==> config.mk <==
export PLATFORM = sky130hd
export DESIGN_NAME = ppfifo_sc
export DESIGN_NICKNAME = d
export VERILOG_FILES = /design/src/rtl/ppfifo_sc.sv
export SDC_FILE = /design/constraint.sdc
export NUM_CORES = 1
export LEC_CHECK = 0
export CAP_MARGIN = 20
export CORE_ASPECT_RATIO = 0.6
export CORE_MARGIN = 8
export CORE_UTILIZATION = 30
export CTS_BUF_LIST = sky130_fd_sc_hd__clkbuf_2
export CTS_CLUSTER_DIAMETER = 100
export CTS_CLUSTER_SIZE = 25
export DETAILED_ROUTE_END_ITERATION = 6
export DONT_BUFFER_PORTS = 1
export PLACE_DENSITY = 0.41
export RECOVER_POWER = 50
export SYNTH_ARGS = -nofsm -noshare
export SYNTH_HDL_FRONTEND = slang
export SYNTH_SLANG_ARGS = --single-unit
export TNS_END_PERCENT = 30
==> constraint.sdc <==
create_clock -name clk -period 3.45 [get_ports clk]
set_clock_uncertainty 0.15 [all_clocks]
set_input_delay 0 -clock clk [delete_from_list [all_inputs] [get_ports clk]]
set_output_delay 0 -clock clk [all_outputs]
set_load 0.02 [all_outputs]
==> src/rtl/ppfifo_sc.sv <==
// ============================================================================
// Module      : ppfifo_sc
// Description : Single-clock ping-pong FIFO with two equal buffers. Whole
//               blocks are written through the rdy/act/size/stb handshake
//               and drained in commit order through the mirror-image read
//               handshake.
// Revision    : 1.0 - initial release
// ============================================================================
`default_nettype none

module ppfifo_sc #(
  parameter int DATA_WIDTH = 8,
  parameter int ADDR_WIDTH = 4
) (
  input  logic                  clk,
  input  logic                  rst,
  output logic [1:0]            o_wr_rdy,
  input  logic [1:0]            i_wr_act,
  output logic [15:0]           o_wr_size,
  input  logic                  i_wr_stb,
  input  logic [DATA_WIDTH-1:0] i_wr_data,
  output logic                  o_rd_rdy,
  input  logic                  i_rd_act,
  output logic [15:0]           o_rd_size,
  input  logic                  i_rd_stb,
  output logic [DATA_WIDTH-1:0] o_rd_data,
  output logic                  o_rd_valid
);

  localparam int                  DEPTH     = 1 << ADDR_WIDTH;
  localparam logic [ADDR_WIDTH:0] DEPTH_CNT = (ADDR_WIDTH + 1)'(DEPTH);
  localparam logic [ADDR_WIDTH:0] CNT_ONE   = (ADDR_WIDTH + 1)'(1);

  typedef enum logic [1:0] {
    BUF_EMPTY   = 2'd0,
    BUF_WRITING = 2'd1,
    BUF_FULL    = 2'd2,
    BUF_READING = 2'd3
  } buf_state_t;

  buf_state_t            buf_state [2];
  logic [ADDR_WIDTH:0]   buf_size  [2];
  logic [DATA_WIDTH-1:0] mem       [2*DEPTH];

  logic                  wr_sel;
  logic                  rd_sel;
  logic [ADDR_WIDTH:0]   wr_cnt;
  logic [ADDR_WIDTH:0]   rd_addr;
  logic                  wr_en;
  logic                  rd_en;

  // A word is accepted only while the claim is still held and the buffer has room;
  // a strobe coinciding with the act fall belongs to no block and is dropped.
  assign wr_en = (buf_state[wr_sel] == BUF_WRITING) && i_wr_act[wr_sel] &&
                 i_wr_stb && (wr_cnt < DEPTH_CNT);

  // Read strobes past the committed size are ignored, as are strobes on the release cycle.
  assign rd_en = (buf_state[rd_sel] == BUF_READING) && i_rd_act &&
                 i_rd_stb && (rd_addr < buf_size[rd_sel]);

  assign o_wr_size = 16'(DEPTH);
  assign o_rd_size = ((buf_state[rd_sel] == BUF_FULL) || (buf_state[rd_sel] == BUF_READING))
                     ? 16'(buf_size[rd_sel]) : 16'd0;

  // Buffer storage; deliberately not reset so contents survive a reset.
  always_ff @(posedge clk) begin
    if (wr_en) begin
      mem[{wr_sel, wr_cnt[ADDR_WIDTH-1:0]}] <= i_wr_data;
    end
  end

  // Per-buffer state machines plus the write and read pointers and registered handshake outputs.
  always_ff @(posedge clk) begin
    if (!rst) begin
      buf_state[0] <= BUF_EMPTY;
      buf_state[1] <= BUF_EMPTY;
      buf_size[0]  <= '0;
      buf_size[1]  <= '0;
      wr_sel       <= 1'b0;
      rd_sel       <= 1'b0;
      wr_cnt       <= '0;
      rd_addr      <= '0;
      o_wr_rdy     <= 2'b00;
      o_rd_rdy     <= 1'b0;
      o_rd_data    <= '0;
      o_rd_valid   <= 1'b0;
    end else begin
      // Readiness reflects the state before this edge, so a freed buffer
      // advertises itself one edge after it becomes empty.
      if ((buf_state[wr_sel] == BUF_EMPTY) && (i_wr_act == 2'b00)) begin
        o_wr_rdy <= wr_sel ? 2'b10 : 2'b01;
      end else begin
        o_wr_rdy <= 2'b00;
      end
      o_rd_rdy   <= (buf_state[rd_sel] == BUF_FULL) && !i_rd_act;
      o_rd_valid <= 1'b0;

      // Write side only touches a buffer that is EMPTY or WRITING, the read
      // side only one that is FULL or READING, so they never collide.
      case (buf_state[wr_sel])
        BUF_EMPTY: begin
          if (i_wr_act[wr_sel] && o_wr_rdy[wr_sel]) begin
            buf_state[wr_sel] <= BUF_WRITING;
            wr_cnt            <= '0;
          end
        end
        BUF_WRITING: begin
          if (!i_wr_act[wr_sel]) begin
            if (wr_cnt != '0) begin
              buf_state[wr_sel] <= BUF_FULL;
              buf_size[wr_sel]  <= wr_cnt;
              wr_sel            <= ~wr_sel;
            end else begin
              buf_state[wr_sel] <= BUF_EMPTY;
            end
          end else if (wr_en) begin
            wr_cnt <= wr_cnt + CNT_ONE;
          end
        end
        default: ;
      endcase

      case (buf_state[rd_sel])
        BUF_FULL: begin
          if (i_rd_act && o_rd_rdy) begin
            buf_state[rd_sel] <= BUF_READING;
            rd_addr           <= '0;
          end
        end
        BUF_READING: begin
          if (!i_rd_act) begin
            buf_state[rd_sel] <= BUF_EMPTY;
            rd_sel            <= ~rd_sel;
          end else if (rd_en) begin
            o_rd_data  <= mem[{rd_sel, rd_addr[ADDR_WIDTH-1:0]}];
            o_rd_valid <= 1'b1;
            rd_addr    <= rd_addr + CNT_ONE;
          end
        end
        default: ;
      endcase
    end
  end

endmodule

`default_nettype wire

# [After elaboration in Yosys (flattened, before gate mapping)]
# Memory sizes are Yosys's and may differ from the RTL's. A register that Yosys moved wholly into a read port is not among the register bits.
# Cells that the tools add are included.
# W data, S select, Z words.
[totals] reg_bits=16 latch_bits=0 mem_bits_rw=270 mem_bits_ro=0 elab_cells=117 n_memories=3
[memory_table] name="mem" depth=32 word_bits=8 read_ports=1 rd_ports_with_merged_regs=1 write_ports=1 line_no="43" source="logic [DATA_WIDTH-1:0] mem [2*DEPTH];"
[memory_table] name="buf_size" depth=2 word_bits=5 read_ports=1 rd_ports_with_merged_regs=1 write_ports=2 line_no="42" source="logic [ADDR_WIDTH:0] buf_size [2];"
[memory_table] name="buf_state" depth=2 word_bits=2 read_ports=2 rd_ports_with_merged_regs=2 write_ports=2 line_no="41" source="buf_state_t buf_state [2];"
[op_classes] add_sub_neg=2 multipliers=0 div_mod_pow=0 magnitude_cmp=3 n_eq_ne=9 shifts=0 muxes=58 n_bitwise=7 reduce_logical=28
[op_table] operator="$mux W1" count=42
[op_table] operator="$mux W5" count=8
[op_table] operator="$pmux W5 S2" count=2
[op_table] operator="$mux W2" count=6
[op_table] operator="$add A5 B1 Y5 const B" count=2
[op_table] operator="$logic_and A1 B1 Y1" count=10
[op_table] operator="$reduce_and A3 Y1" count=3
[op_table] operator="$reduce_and A4 Y1" count=2
[op_table] operator="$ne A2 B1 Y1 const B" count=3
[op_table] operator="$ne A2 B2 Y1 const B" count=3
[op_table] operator="$lt A5 B5 Y1" count=1
[op_table] operator="$lt A5 B5 Y1 const B" count=1
[op_table] operator="$reduce_bool A5 Y1" count=1
[op_table] operator="$reduce_or A5 Y1" count=1
[op_table] operator="$eq A2 B2 Y1 const B" count=2
[op_table] operator="$logic_not A2 Y1" count=2
[op_table] operator="$not A1 Y1" count=4
[op_table] operator="$reduce_and A2 Y1" count=2
[op_table] operator="$reduce_bool A2 Y1" count=2
[op_table] operator="$reduce_or A2 Y1" count=2
[op_table] operator="$or A1 B1 Y1" count=3
[op_table] operator="$eq A2 B1 Y1 const B" count=1
[op_table] operator="$logic_not A1 Y1" count=2
[op_table] operator="$lt A1 B2 Y1 const B" count=1
[op_table] operator="$logic_or A1 B1 Y1" count=1

# [Longest topological paths before layout]
[depth] ltp_word=11 ltp_mapped=9 mapped_depth_nobuf=7

# [Least setup slack after synthesis]
# Ideal clock, no wire load.
[synth_timing] path_kind="reg-to-reg" startpoint="memory buf_state[0][1] in the netlist's numbering" endpoint="memory mem[0][0] (enable)" setup_time_ps=370 arrival_time_ps=2039 setup_slack_ps=890 path_stages_with_launch=5 n_path_buf=0 synth_period_minus_slack_ps=2560 path_cell_list="edfxtp_1 or3b_4 a2111oi_4 nand2_1 nor2_1"
[synth_rtl] item="start: declaration" line_no="41"
[synth_rtl] item="end: declaration" line_no="43"

==> reports/results.txt <==
status: complete, but fails checks
failing checks: capacitance limit, slew limit
Initial Utilization: 30.1%
first-pass GRT wire length: 48500 um
dominant synthesized flop cell: edfxtp_1
#FFs+latches synth: 296
# setup viols final: 0
area of the die: 0.0471 sq mm
Pleak: 4.15 nW
fin crit share: 91.7%
met3 usage: 3.60%
Fin. Hold Viols: 0
Layout Nets: 796
Worst setup SP type: flip-flop
EDFF count, synth: 270
post-synth cell types: 54
# Post-CTS Setup Buffers: 0
drt total wl: 33100 um
Syn Std Cell Area: 0.0121 sq mm
IO buf count: 0
WP data arrival: 3680 ps
setup_tns: 0 ps
met1 usage: 21.8%
vias in the first global route: 6743
Avg Cell Area, Syn: 17.4 sq um
Area growth, synth to finish: 11.5%
total track usage: 14.1%
area leader, netlist: edfxtp_1
Setup CP Type: reg2reg
Sinks on Clock Net: 296
Clock Tree Buf Depth: 3
ranking of synthesized cells by area: edfxtp_1 67%, mux4_2 9.2%, dfxtp_1 4.3%
GP Congestion: 0.776
synth warn: 0
met2 Track Usage GR: 20.3%
chip height: 171 um
Syn Inst Count: 694
Post-DRT Antenna Nets: 0
worst min path class: in2reg
Overall Power: 0.00550 W
most frequent cells after synthesis: 270 x edfxtp_1, 50 x nor2_1, 49 x mux4_2
sequential-to-total area share from yosys stat: 71.6%
worst skew pair latency: 980 ps
Slew HR: -27.4%
fmax: 316 MHz
Post-DP HPWL: 21700 um
Synth top area share: 67.3%
H-tree depth: 1
Placed Area: 0.0128 sq mm
I/O Pins: 59
PwrDens: 410 mW/mm^2
DRC viols: 0
CTS buffer count: 15
Iter 0 DRT Violations: 721
DR vias/cell: 4.93
Worst VDD drop: 0.200 mV
post-DR wirelength/cell: 25.2 um
CTS Root Cell: clkbuf_2
core area: 0.0400 sq mm
initial antenna violation count: 2
Reg clk slew, reported paths: 480 ps
Slew Limit Fails: 264
largest net degree at the start of global routing: 36
Die X: 275 um
Synth async-reset ratio: 0%
Tmin final: 3160 ps
Worst Setup End Kind: flip-flop
post-route cell area: 0.0134 sq mm
global route overflow: 0
via count: 6474
layout cells sized above 1: 16.8%
TritonRoute pass-1 iters: 5
GR peak layer: met1
RSZ-0062 raised after global routing: false
most common cell in the synthesized netlist: edfxtp_1
CTS tree: built
Rows: 57
max-cap violation count: 8
Worst EP required: 3970 ps
crit-path max FO: 5
Worst Max-Slew Pin Slew: 1910 ps
-- cells by family (layout without fill, tap and decap cells) --
group,Yosys count,in the layout,synth area share (%)
XOR/XNOR,5,5,0.363
AO/OA/AOI/OAI,93,93,5.81
multiplexers,88,88,12.4
other,2,29,0.0623
adder cells (fa/ha/maj),9,9,0.934
flip-flops,296,296,71.6
buffers and inverters,70,132,3.43
AND/OR/NAND/NOR,131,131,5.39
-- final timing paths --
path              startpoint        endpoint  slack [ps]  cells past startpoint
setup / recovery      wr_sel  buf_size[0][3]         290                      5
hold / removal      i_wr_stb       wr_cnt[0]         350                      6
setup reg to reg      wr_sel  buf_size[0][3]         290                      5
hold reg to reg   rd_addr[4]      rd_addr[4]         370                      2
-- cells in the final DEF, fill, tap and decap left out, types with 5 or more instances in the layout --
cell	netlist	final
a22o_1	10	10
nand3_1	9	9
mux4_2	49	49
a21oi_1	12	12
nor2_1	50	50
or3_1	6	6
a21boi_0	7	7
buf_4	33	45
and2_1	10	5
nand2_1	19	20
conb_1	2	27
edfxtp_1	270	270
nor2b_1	6	6
clkdlybuf4s25_1	0	8
o22ai_1	9	9
nor3_1	7	7
inv_1	7	7
a211oi_1	13	13
mux2i_1	37	37
clkbuf_2	0	24
dlygate4sd3_1	0	36
and2_0	0	5
a22oi_1	11	11
clkbuf_1	20	8
ha_1	9	9
o221ai_1	9	9
dfxtp_1	26	23
-- routing by layer --
metal	share of wire, %	up-vias
met5	0	-
met4	0.85	0
met3	6.3	22
met2	42	168
met1	50	3433
li1	-	2851
-- through the flow --
stage          hold WS [ps]  setup slack, ps  utilization, %  cells
2_1_floorplan         -73.9              890               -    719
3_3_place_gp          -69.4              434            32.0   1234
3_5_place_dp          -65.2              402            32.0   1234
4_1_cts                 282              211            34.1   1312
5_1_grt                 338             78.0            33.6   1313
6_report                348              286            33.6   1314
-- worst max-delay path, stage by stage, from the launching register on --
cell and delay [ps]:
dfxtp_1 530, mux2_1 390, dlygate4sd3_1 620, nor3_1 460, inv_1 70, o21ai_0 660
-- sequential cells by signal, indices dropped and copies added (netlist names), 2 cells and up, named ones only --
register,cells
o_wr_rdy,2
wr_cnt,5
o_rd_data,8
buf_state,4
buf_size,10
rd_addr,5
mem,256
-- cell type report --
class | count | area [sq um]
Fill cell | 3868 | 26600
Tap cell | 531 | 664
Timing Repair Buffer | 99 | 848
Inverter | 7 | 26.3
Clock buffer | 24 | 120
Clock inverter | 2 | 33.8
Antenna cell | 2 | 5.00
Multi-Input combinational cell | 353 | 3100
Sequential cell | 296 | 8630
-- power breakdown --
group / switching, W / internal [W] / leakage [nW]
Combinational: 0.000167 / 0.0000786 / 1.37
Sequential: 0.0000186 / 0.00393 / 2.66
Clock: 0.00105 / 0.000254 / 0.118
-- what timing repair did --
item | in CTS | in global routing
gates resized for setup | 0 | 1
setup endpoints to repair | 0 | 2
hold endpoints to repair | 566 | 0
hold buffers | 52 | 0
No activity file was read; power rests on OpenSTA's default activity.
